**src/rtl/i2s_tx_serializer_pkg.sv**
```systemverilog
// Shared types and default sizing for the I2S transmit serializer.
// Latency: n/a (declarations only).
// Backpressure: n/a.
package i2s_tx_pkg;

  localparam int SCLK_HALF_DEF = 16;
  localparam int DATA_W_DEF    = 16;
  localparam int SLOT_BITS_DEF = 32;
  localparam int FRAME_BITS    = 2 * SLOT_BITS_DEF;
  localparam int BIT_CNT_W     = $clog2(FRAME_BITS);

  typedef enum logic [1:0] {
    IDLE,
    RUN,
    DRAIN
  } tx_state_t;

endpackage

```
**src/rtl/i2s_tx_serializer_sclk_gen.sv**
```systemverilog
// Bit-clock divider: sclk low for the first SCLK_HALF clk of each period, high for the rest.
// Latency: sclk registered; fall strobe is combinational on the clk that wraps the divider.
// Backpressure: none; the divider is frozen at 0 while i_run is low.
module sclk_gen #(
  parameter int SCLK_HALF = 16
) (
  input  logic clk,
  input  logic rst_n,
  input  logic i_run,
  output logic o_sclk,
  output logic o_fall_stb
);

  localparam int                DIV_W    = $clog2(2 * SCLK_HALF);
  localparam logic [DIV_W-1:0]  DIV_LAST = DIV_W'(2 * SCLK_HALF - 1);
  localparam logic [DIV_W-1:0]  DIV_RISE = DIV_W'(SCLK_HALF - 1);

  logic [DIV_W-1:0] r_div_cnt;
  logic             r_sclk;
  logic             w_rise_stb;

  // Strobes mark the clk whose edge moves the divider to 0 (fall) or to SCLK_HALF (rise).
  assign o_fall_stb = i_run && (r_div_cnt == DIV_LAST);
  assign w_rise_stb = i_run && (r_div_cnt == DIV_RISE);
  assign o_sclk     = r_sclk;

  // Divider counter and registered bit clock; both parked at 0 when not running.
  always_ff @(posedge clk or negedge rst_n) begin
    if (!rst_n) begin
      r_div_cnt <= '0;
      r_sclk    <= 1'b0;
    end else if (!i_run) begin
      r_div_cnt <= '0;
      r_sclk    <= 1'b0;
    end else begin
      r_div_cnt <= o_fall_stb ? '0 : r_div_cnt + DIV_W'(1);
      if (o_fall_stb) begin
        r_sclk <= 1'b0;
      end else if (w_rise_stb) begin
        r_sclk <= 1'b1;
      end
    end
  end

endmodule

```
**src/rtl/i2s_tx_serializer.sv**
```systemverilog
// I2S bus-master transmitter: double-buffers one stereo pair and shifts it out MSB first.
// Latency: vld -> RUN entry 2 clk; left MSB on I2S_data 2*SCLK_HALF clk after RUN entry.
// Backpressure: rdy low while holding buffer full; vld then overwrites and pulses overrun.
module i2s_tx_serializer
  import i2s_tx_pkg::*;
#(
  parameter int SCLK_HALF = SCLK_HALF_DEF,
  parameter int DATA_W    = DATA_W_DEF,
  parameter int SLOT_BITS = SLOT_BITS_DEF
) (
  input  logic              clk,
  input  logic              rst_n,
  input  logic              en,
  input  logic              vld,
  input  logic [DATA_W-1:0] lft_in,
  input  logic [DATA_W-1:0] rght_in,
  output logic              rdy,
  output logic              smpl_taken,
  output logic              underrun,
  output logic              overrun,
  output logic              I2S_sclk,
  output logic              I2S_ws,
  output logic              I2S_data
);

  localparam int              FRAME    = 2 * SLOT_BITS;
  localparam int              CW       = $clog2(FRAME);
  localparam logic [CW-1:0]   BIT_LAST = CW'(FRAME - 1);
  localparam logic [CW-1:0]   L_FIRST  = CW'(1);
  localparam logic [CW-1:0]   L_LAST   = CW'(DATA_W);
  localparam logic [CW-1:0]   R_FIRST  = CW'(SLOT_BITS + 1);
  localparam logic [CW-1:0]   R_LAST   = CW'(SLOT_BITS + DATA_W);
  localparam logic [CW-1:0]   WS_RIGHT = CW'(SLOT_BITS);

  tx_state_t         r_state;
  logic [CW-1:0]     r_bit_cnt;
  logic [DATA_W-1:0] r_hold_l, r_hold_r;
  logic [DATA_W-1:0] r_cur_l, r_cur_r;
  logic              r_rdy, r_smpl_taken, r_underrun, r_overrun;
  logic              r_ws, r_data;

  logic              w_fall_stb;
  logic              w_sclk;
  logic [CW-1:0]     w_bit_next;
  logic              w_ws_next, w_data_next;
  logic [DATA_W-1:0] w_sh_l, w_sh_r;
  logic              w_enter, w_last_fall, w_to_idle, w_frame_start;

  sclk_gen #(
    .SCLK_HALF (SCLK_HALF)
  ) u_sclk_gen (
    .clk        (clk),
    .rst_n      (rst_n),
    .i_run      (r_state != IDLE),
    .o_sclk     (w_sclk),
    .o_fall_stb (w_fall_stb)
  );

  assign w_bit_next    = r_bit_cnt + CW'(1);
  assign w_enter       = (r_state == IDLE) && en && !r_rdy;
  assign w_last_fall   = w_fall_stb && (r_bit_cnt == BIT_LAST);
  assign w_to_idle     = (r_state == DRAIN) && !en && w_last_fall;
  // A wrap in DRAIN that returns to IDLE is not a frame start.
  assign w_frame_start = w_enter || (w_last_fall && !w_to_idle);

  // Slot map with the one-bit I2S delay: pick the bit that goes out after the next fall.
  always_comb begin
    w_ws_next   = (w_bit_next >= WS_RIGHT);
    w_data_next = 1'b0;
    w_sh_l      = '0;
    w_sh_r      = '0;
    if (w_bit_next >= L_FIRST && w_bit_next <= L_LAST) begin
      w_sh_l      = r_cur_l << (w_bit_next - L_FIRST);
      w_data_next = w_sh_l[DATA_W-1];
    end else if (w_bit_next >= R_FIRST && w_bit_next <= R_LAST) begin
      w_sh_r      = r_cur_r << (w_bit_next - R_FIRST);
      w_data_next = w_sh_r[DATA_W-1];
    end
  end

  // Control FSM, bit counter, double buffer and all registered outputs.
  always_ff @(posedge clk or negedge rst_n) begin
    if (!rst_n) begin
      r_state      <= IDLE;
      r_bit_cnt    <= '0;
      r_hold_l     <= '0;
      r_hold_r     <= '0;
      r_cur_l      <= '0;
      r_cur_r      <= '0;
      r_rdy        <= 1'b1;
      r_smpl_taken <= 1'b0;
      r_underrun   <= 1'b0;
      r_overrun    <= 1'b0;
      r_ws         <= 1'b1;
      r_data       <= 1'b0;
    end else begin
      r_smpl_taken <= 1'b0;
      r_underrun   <= 1'b0;
      r_overrun    <= 1'b0;

      case (r_state)
        IDLE: begin
          if (w_enter) begin
            r_state   <= RUN;
            r_bit_cnt <= '0;
            r_ws      <= 1'b0;
            r_data    <= 1'b0;
          end
        end
        RUN, DRAIN: begin
          if (w_to_idle) begin
            r_state   <= IDLE;
            r_bit_cnt <= '0;
            r_ws      <= 1'b1;
            r_data    <= 1'b0;
          end else begin
            r_state <= en ? RUN : DRAIN;
            if (w_fall_stb) begin
              r_bit_cnt <= w_bit_next;
              r_ws      <= w_ws_next;
              r_data    <= w_data_next;
            end
          end
        end
        default: r_state <= IDLE;
      endcase

      // Frame start consumes the holding buffer, or replays the last pair if it is empty.
      if (w_frame_start) begin
        r_rdy <= 1'b1;
        if (!r_rdy) begin
          r_cur_l      <= r_hold_l;
          r_cur_r      <= r_hold_r;
          r_smpl_taken <= 1'b1;
        end else begin
          r_underrun <= 1'b1;
        end
      end

      // A new pair always lands; it only counts as overrun if nothing consumed the old one.
      if (vld) begin
        r_hold_l  <= lft_in;
        r_hold_r  <= rght_in;
        r_rdy     <= 1'b0;
        r_overrun <= !r_rdy && !w_frame_start;
      end
    end
  end

  assign rdy        = r_rdy;
  assign smpl_taken = r_smpl_taken;
  assign underrun   = r_underrun;
  assign overrun    = r_overrun;
  assign I2S_sclk   = w_sclk;
  assign I2S_ws     = r_ws;
  assign I2S_data   = r_data;

endmodule

```
**config.mk**
```make
export PLATFORM = sky130hd
export DESIGN_NAME = i2s_tx_serializer
export DESIGN_NICKNAME = d
export VERILOG_FILES = /design/src/rtl/i2s_tx_serializer_pkg.sv /design/src/rtl/i2s_tx_serializer_sclk_gen.sv /design/src/rtl/i2s_tx_serializer.sv
export SDC_FILE = /design/constraint.sdc
export NUM_CORES = 1
export LEC_CHECK = 0
export BUFFER_PORTS_ARGS = -buffer_cell sky130_fd_sc_hd__buf_4
export CAP_MARGIN = 10
export CELL_PAD_IN_SITES_DETAIL_PLACEMENT = 1
export CELL_PAD_IN_SITES_GLOBAL_PLACEMENT = 1
export CORE_MARGIN = 5
export CORE_UTILIZATION = 50
export CTS_BUF_LIST = sky130_fd_sc_hd__clkbuf_8
export CTS_CLUSTER_SIZE = 12
export DETAILED_ROUTE_END_ITERATION = 10
export MAX_ROUTING_LAYER = met4
export PLACE_DENSITY_LB_ADDON = 0.1
export RECOVER_POWER = 25
export SLEW_MARGIN = 20
export SYNTH_ARGS = -nofsm -noshare
export SYNTH_HDL_FRONTEND = slang
export SYNTH_SLANG_ARGS = --single-unit
```
**constraint.sdc**
```tcl
create_clock -name clk -period 3.5 [get_ports clk]
set_input_delay 0.175 -clock clk [delete_from_list [all_inputs] [get_ports clk]]
set_output_delay 0.175 -clock clk [all_outputs]
set_load 0.02 [all_outputs]
```
Word level (Yosys, flattened, before mapping)

Index checks and enable logic that the tools add are counted.

Bits in registers: 84
Bits of input ports: 36
Output and inout port bits: 7
Logic and storage cells: 86

Add/sub/neg operators: 4
Magnitude comparators: 5
Equality and inequality tests: 8
Shift-type cells: 2
Mux-type cells: 29
Bitwise gates (word level): 1
Reductions and logical operators: 23

Operator list:

| kind                | count |
|---|---|
| $shl 16x6->16       | 2 |
| $mux 6              | 3 |
| $mux 1              | 17 |
| $ge 6x6->1 const B  | 2 |
| $pmux 6 s2          | 1 |
| $logic_and 1x1->1   | 11 |
| $mux 5              | 2 |
| $add 6x1->6 const B | 1 |
| $eq 6x6->1 const B  | 1 |
| $ge 6x1->1 const B  | 1 |
| $le 6x5->1 const B  | 1 |
| $le 6x6->1 const B  | 1 |
| $mux 2              | 3 |
| $reduce_bool 2->1   | 3 |
| $sub 6x1->6 const B | 1 |
| $sub 6x6->6 const B | 1 |
| $add 5x1->5 const B | 1 |
| $eq 5x4->1 const B  | 1 |
| $eq 5x5->1 const B  | 1 |
| $logic_not 1->1     | 4 |
| $pmux 1 s2          | 2 |
| $pmux 2 s2          | 1 |
| $ne 3x2->1 const B  | 1 |
| $ne 3x3->1 const B  | 1 |
| 9 further kinds     | 9 |

Longest topological paths before layout

Depth after elaboration: 10
Depth in mapped cells: 10
Gate-level depth less buffers: 9

Hierarchy

From an unflattened synthesis, not the netlist that was laid out.

Cell total of the unflattened synthesis: 290
Area total of the unflattened synthesis: 3865.0 µm²

Modules (own cells, without submodules):

| module            | instances | cells each | area an instance (µm²) | seq. area each (µm²) |
|---|---|---|---|---|
| i2s_tx_serializer | 1         | 265        | 3585.9                 | 1954.4 |
| sclk_gen          | 1         | 25         | 279.0                  | 150.1 |

Worst setup path before layout

Ideal clock, no wire load.

Path kind: reg-to-reg
Start point: register r_bit_cnt[0]
End point: register r_data (netlist: I2S_data)
Setup time: 0.127 ns
Arrival: 2.394 ns
Data required time: 3.373 ns
Slack: 0.979 ns
Cell stages (with the launch flop): 10
Buffers on the path: 2
Clock period less this slack: 2.521 ns
Path through: dfrtp_1 -> clkbuf_1 -> inv_1 -> ha_1 -> buf_2 -> mux4_1 -> mux2i_1 -> mux2i_1 -> a22oi_1 -> o21ai_1

Longest elaborated chain between the ends: 8
Elaborated cells on any way between the ends: 21
Classes of those cells: add/sub: 3; order compare: 4; eq/ne: 2; shift: 2; mux: 5; reduce/logical: 5

RTL lines:

| item                                               | RTL line                                         | text |
|---|---|---|
| start: declaration                                 | i2s_tx_serializer.sv:36                          | `logic [CW-1:0] r_bit_cnt;` |
| start signal: assignment                           | i2s_tx_serializer.sv:119                         | `r_bit_cnt <= w_bit_next;` |
| $add 6x1->6                                        | i2s_tx_serializer.sv:59                          | `assign w_bit_next = r_bit_cnt + CW'(1);` |
| $sub 6x6->6 (tied with other cells)                | i2s_tx_serializer.sv:76                          | `w_sh_r = r_cur_r << (w_bit_next - R_FIRST);` |
| $shl 16x6->16 or $logic_and 1x1->1 (tied branches) | i2s_tx_serializer.sv:76, i2s_tx_serializer.sv:75 |  |
| $mux 1                                             | i2s_tx_serializer.sv:75                          | `end else if (w_bit_next >= R_FIRST && w_bit_next <= R_LAST) begin` |
| $mux 1                                             | i2s_tx_serializer.sv:72                          | `if (w_bit_next >= L_FIRST && w_bit_next <= L_LAST) begin` |
| $mux 1                                             | i2s_tx_serializer.sv:118                         | `if (w_fall_stb) begin` |
| $mux 1                                             | i2s_tx_serializer.sv:111                         | `if (w_to_idle) begin` |
| $pmux 1 s2                                         | i2s_tx_serializer.sv:101                         | `case (r_state)` |
| end signal: assignment                             | i2s_tx_serializer.sv:121                         | `r_data <= w_data_next;` |
| end: declaration                                   | i2s_tx_serializer.sv:40                          | `logic r_ws, r_data;` |

Parallel ways exist; a longest one is shown, timed or not. The select of a mux whose other input is x is not followed.
A chain may end at the register's enable or synchronous reset.

Final worst setup path

Start point: register r_bit_cnt[0]
End point: register r_cur_l[14]

Longest elaborated chain between the ends: 7

RTL lines:

| item                           | RTL line                 | text |
|---|---|---|
| $eq 6x6->1 (*)                 | i2s_tx_serializer.sv:61  | `assign w_last_fall = w_fall_stb && (r_bit_cnt == BIT_LAST);` |
| $logic_and 1x1->1 (*)          | i2s_tx_serializer.sv:61  |  |
| $logic_and 1x1->1              | i2s_tx_serializer.sv:62  | `assign w_to_idle = (r_state == DRAIN) && !en && w_last_fall;` |
| $logic_not 1->1                | i2s_tx_serializer.sv:64  | `assign w_frame_start = w_enter \|\| (w_last_fall && !w_to_idle);` |
| $logic_and 1x1->1 (*)          | i2s_tx_serializer.sv:64  |  |
| $logic_or 1x1->1 (*)           | i2s_tx_serializer.sv:64  |  |
| $reduce_and 2->1 (no line) (*) | n/a                      |  |
| end signal: assignment         | i2s_tx_serializer.sv:132 | `r_cur_l <= r_hold_l;` |
| end: declaration               | i2s_tx_serializer.sv:38  | `logic [DATA_W-1:0] r_cur_l, r_cur_r;` |

Every way passes the cells marked *; elsewhere a longest branch is shown, timed or not.

==> impl_metrics.ini <==
[worst_setup_path]
worst_ep_required_time_ns = 3.73
path_buf_inv = 1
cp_top_family = flip-flops
slowest_stage = dfrtp_1
crit_path_cell_trace = ha_1 > nand3_2 > nor3_1 > a21oi_1 > nor2_2 > buf_4 > mux2_2
r2r_start = r_bit_cnt[0]
critPathLaunchType = register
cp_max_fo = 33
cpPeakStageDelay_ns = 0.69
timing.rr.end = r_cur_l[14]
endpoint_kind = register
critPathKind = reg -> reg
cp-startpoint = r_bit_cnt[0]
cp_data_arrival_time_ns = 3.09
r2r_setup_slack_ns = 0.64
reg2reg_depth = 7

[yosys]
yosysTopAreaCellShare = 0.538
synth-seq-area-share = 0.551
synth_top_family_by_area = multiplexers
synth_simple_gate_area_share = 0.0820
ys_types = 46
async_flop_share = 1.00
synth_area_leaders = dfrtp_1 (54%), mux2_2 (19%), mux4_2 (3.5%), ha_1 (3.0%), o21ai_0 (1.4%)
postSynthCellCount = 277
synth_compound_area_frac = 0.0466
synth_xor_area_frac = 0.00689
synth-main-ff-cell = dfrtp_1
yosys_warnings = 0
synthMuxAreaShare = 0.254
synth-adder-area-share = 0.0295
synth_enable_flop_cells = 0
syn-num-nets = 322
synth_area_um2 = 3820
avgSynthCellArea_um2 = 13.8
synth_top_cell_by_area = dfrtp_1
ys_seq_elements = 84

[die]
dieArea_um2 = 9480
core_area_um2 = 7330
chipHeight_um = 97.4
start_util = 0.521
boundaryPins = 43
die_w_um = 97.4
rows = 31

[cells_and_area]
layout-drive-gt1-share = 0.416
fill_cells = 723
final_nets = 362
utilization = 0.602
area.growth.synth_to_final_pct = 15.7
diodes = 0

[drt]
routed_via_density = 5.53
first_iter_violations = 73
vias = 2327
drtPass1Iterations = 4
antenna_left = 0
drc = 0
wirelength_mm = 7.59
post_drt_wl_per_cell_um = 18.0

[clock_tree]
cts-root-buf = clkbuf_8
cts_tree = built
htreeDepth = 3
cts_buffer_depth = 2
numCtsBuffers = 9
numClockSinks = 84
cts.reportedPaths.clkPinSlew_ns = 0.09
clk_latency_ns = 0.35

[hold_path]
hold_path.class = in -> reg
min_to = r_hold_r[11]
worstHoldStart = rght_in[11]
hold_depth = 2

[power]
power_switching_mw = 1.05
p_sw_frac = 0.315
power_density_nw_per_um2 = 754
power.leakage_nw = 1.91
p_clk_frac = 0.231
vdd_drop_max_v = 0.000368
seqPwrFrac = 0.438
p_int_mw = 2.28
combPwrFrac = 0.331

[status]
run_status = finished with violations
violations = capacitance limit, slew limit

[placed_design]
port_buffers = 42
dp.final_hpwl_mm = 5.13
globalplace.congestion = 0.791

[timing]
setup_viol = 0
hold_viol = 0
max_freq_mhz = 350
grt_setup_unrepaired = no
min_period_ns = 2.86
period_share = 0.816
fin_skew_ns = 0.0107
slew_headroom = -0.362
worst_pin_slew_ns = 2.04
tns_ns = 0
drv_slew = 85

[global_route]
antenna_found_initial = 0
grt_pass1_wl_mm = 13.4
grt_pass1_vias = 2586
grtUsageTotal = 0.181
grt_max_degree = 85
grt_overflow = 0

[flow_run]
cap_violations = 1
metal layers:
layer	vias up	wire length [µm]	GRT usage
met5	-	0	-
met1	1215	3310	0.225
li1	1073	-	-
met4	0	68	0.0479
met3	7	232	0.0524
met2	32	3980	0.292
power groups by stage:
stage	Clock [mW]	Combinational (mW)	Sequential, mW
after floorplan	0	0.909	1.39
after global placement	0	1.07	1.46
after detailed placement	0	1.11	1.48
after CTS	0.797	1.12	1.46
after global routing	0.841	1.23	1.49
final	0.768	1.10	1.46
worst max path at each step:
stage,to,cells after the start
4_1_cts,r_cur_l[14],7
2_1_floorplan,I2S_data,9
3_5_place_dp,I2S_data,8
5_1_grt,I2S_data,8
3_3_place_gp,r_cur_r[4],7
6_report,r_cur_l[14],7
cell usage in the layout, fill, tap and decap left out, types with 7 or more instances in the layout:
cell type,n
ha_1,9
nand2_1,8
inv_1,9
o21ai_0,11
dfrtp_1,82
nor3_1,7
mux2_2,65
buf_4,42
nor2b_1,7
clkbuf_8,10
area by class of cell:
| type | count | area, µm² | area share |
|---|---|---|---|
| Timing Repair Buffer | 44 | 330 | 0.0748 |
| Inverter | 8 | 30.0 | 0.00680 |
| Clock buffer | 10 | 138 | 0.0312 |
| Sequential cell | 84 | 2100 | 0.477 |
| Clock inverter | 6 | 88.8 | 0.0201 |
| Tap cell | 99 | 124 | 0.0281 |
| Multi-Input combinational cell | 170 | 1600 | 0.362 |
Yosys cell counts, drive strengths merged (2+ instances only):
| library cell | n |
|---|---|
| mux2i | 5 |
| o21ai | 12 |
| and3 | 2 |
| ha | 9 |
| or2 | 2 |
| mux2 | 65 |
| dfstp | 2 |
| and2 | 3 |
| buf | 11 |
| nand2 | 8 |
| nand3 | 5 |
| o31ai | 4 |
| dfrtp | 82 |
| nand2b | 6 |
| mux4 | 8 |
| clkbuf | 4 |
| inv | 8 |
| xor2 | 2 |
| nand3b | 2 |
| nor2 | 4 |
| nor2b | 7 |
| nor3 | 7 |
| nor4b | 3 |
per-stage QoR:
stage                     total power, mW  cell area (µm²)  cells  worst slack, ns  hold WS (ns)
after floorplan                      2.29             3820    277            0.979        -0.121
after global placement               2.53             4180    404            0.720         0.408
after detailed placement             2.58             4180    404            0.687         0.411
after CTS                            3.38             4410    420            0.635        0.0257
after global routing                 3.56             4410    421            0.416        0.0150
final                                3.33             4410    421            0.643        0.0456
state kept, by name (all words and copies together), names as in the netlist:
signal / count
rdy: 1
I2S_ws: 1
u_sclk_gen.r_div_cnt: 5
r_state: 2
u_sclk_gen.o_sclk: 1
r_cur_r: 16
r_hold_r: 16
smpl_taken: 1
r_bit_cnt: 6
r_cur_l: 16
underrun: 1
I2S_data: 1
r_hold_l: 16
overrun: 1
timing repair:
item	in CTS	in global routing
gates resized for setup	0	0
hold buffers	0	1
hold endpoints to repair	0	82
buffers inserted	0	0
kinds of logic after synthesis:
logic type / Yosys count
flops: 84
xor+xnor: 3
compound gates: 27
fa+ha+maj: 9
simple gates: 53
buf+inv: 23
mux: 78
(Power assumes the default switching activity.)
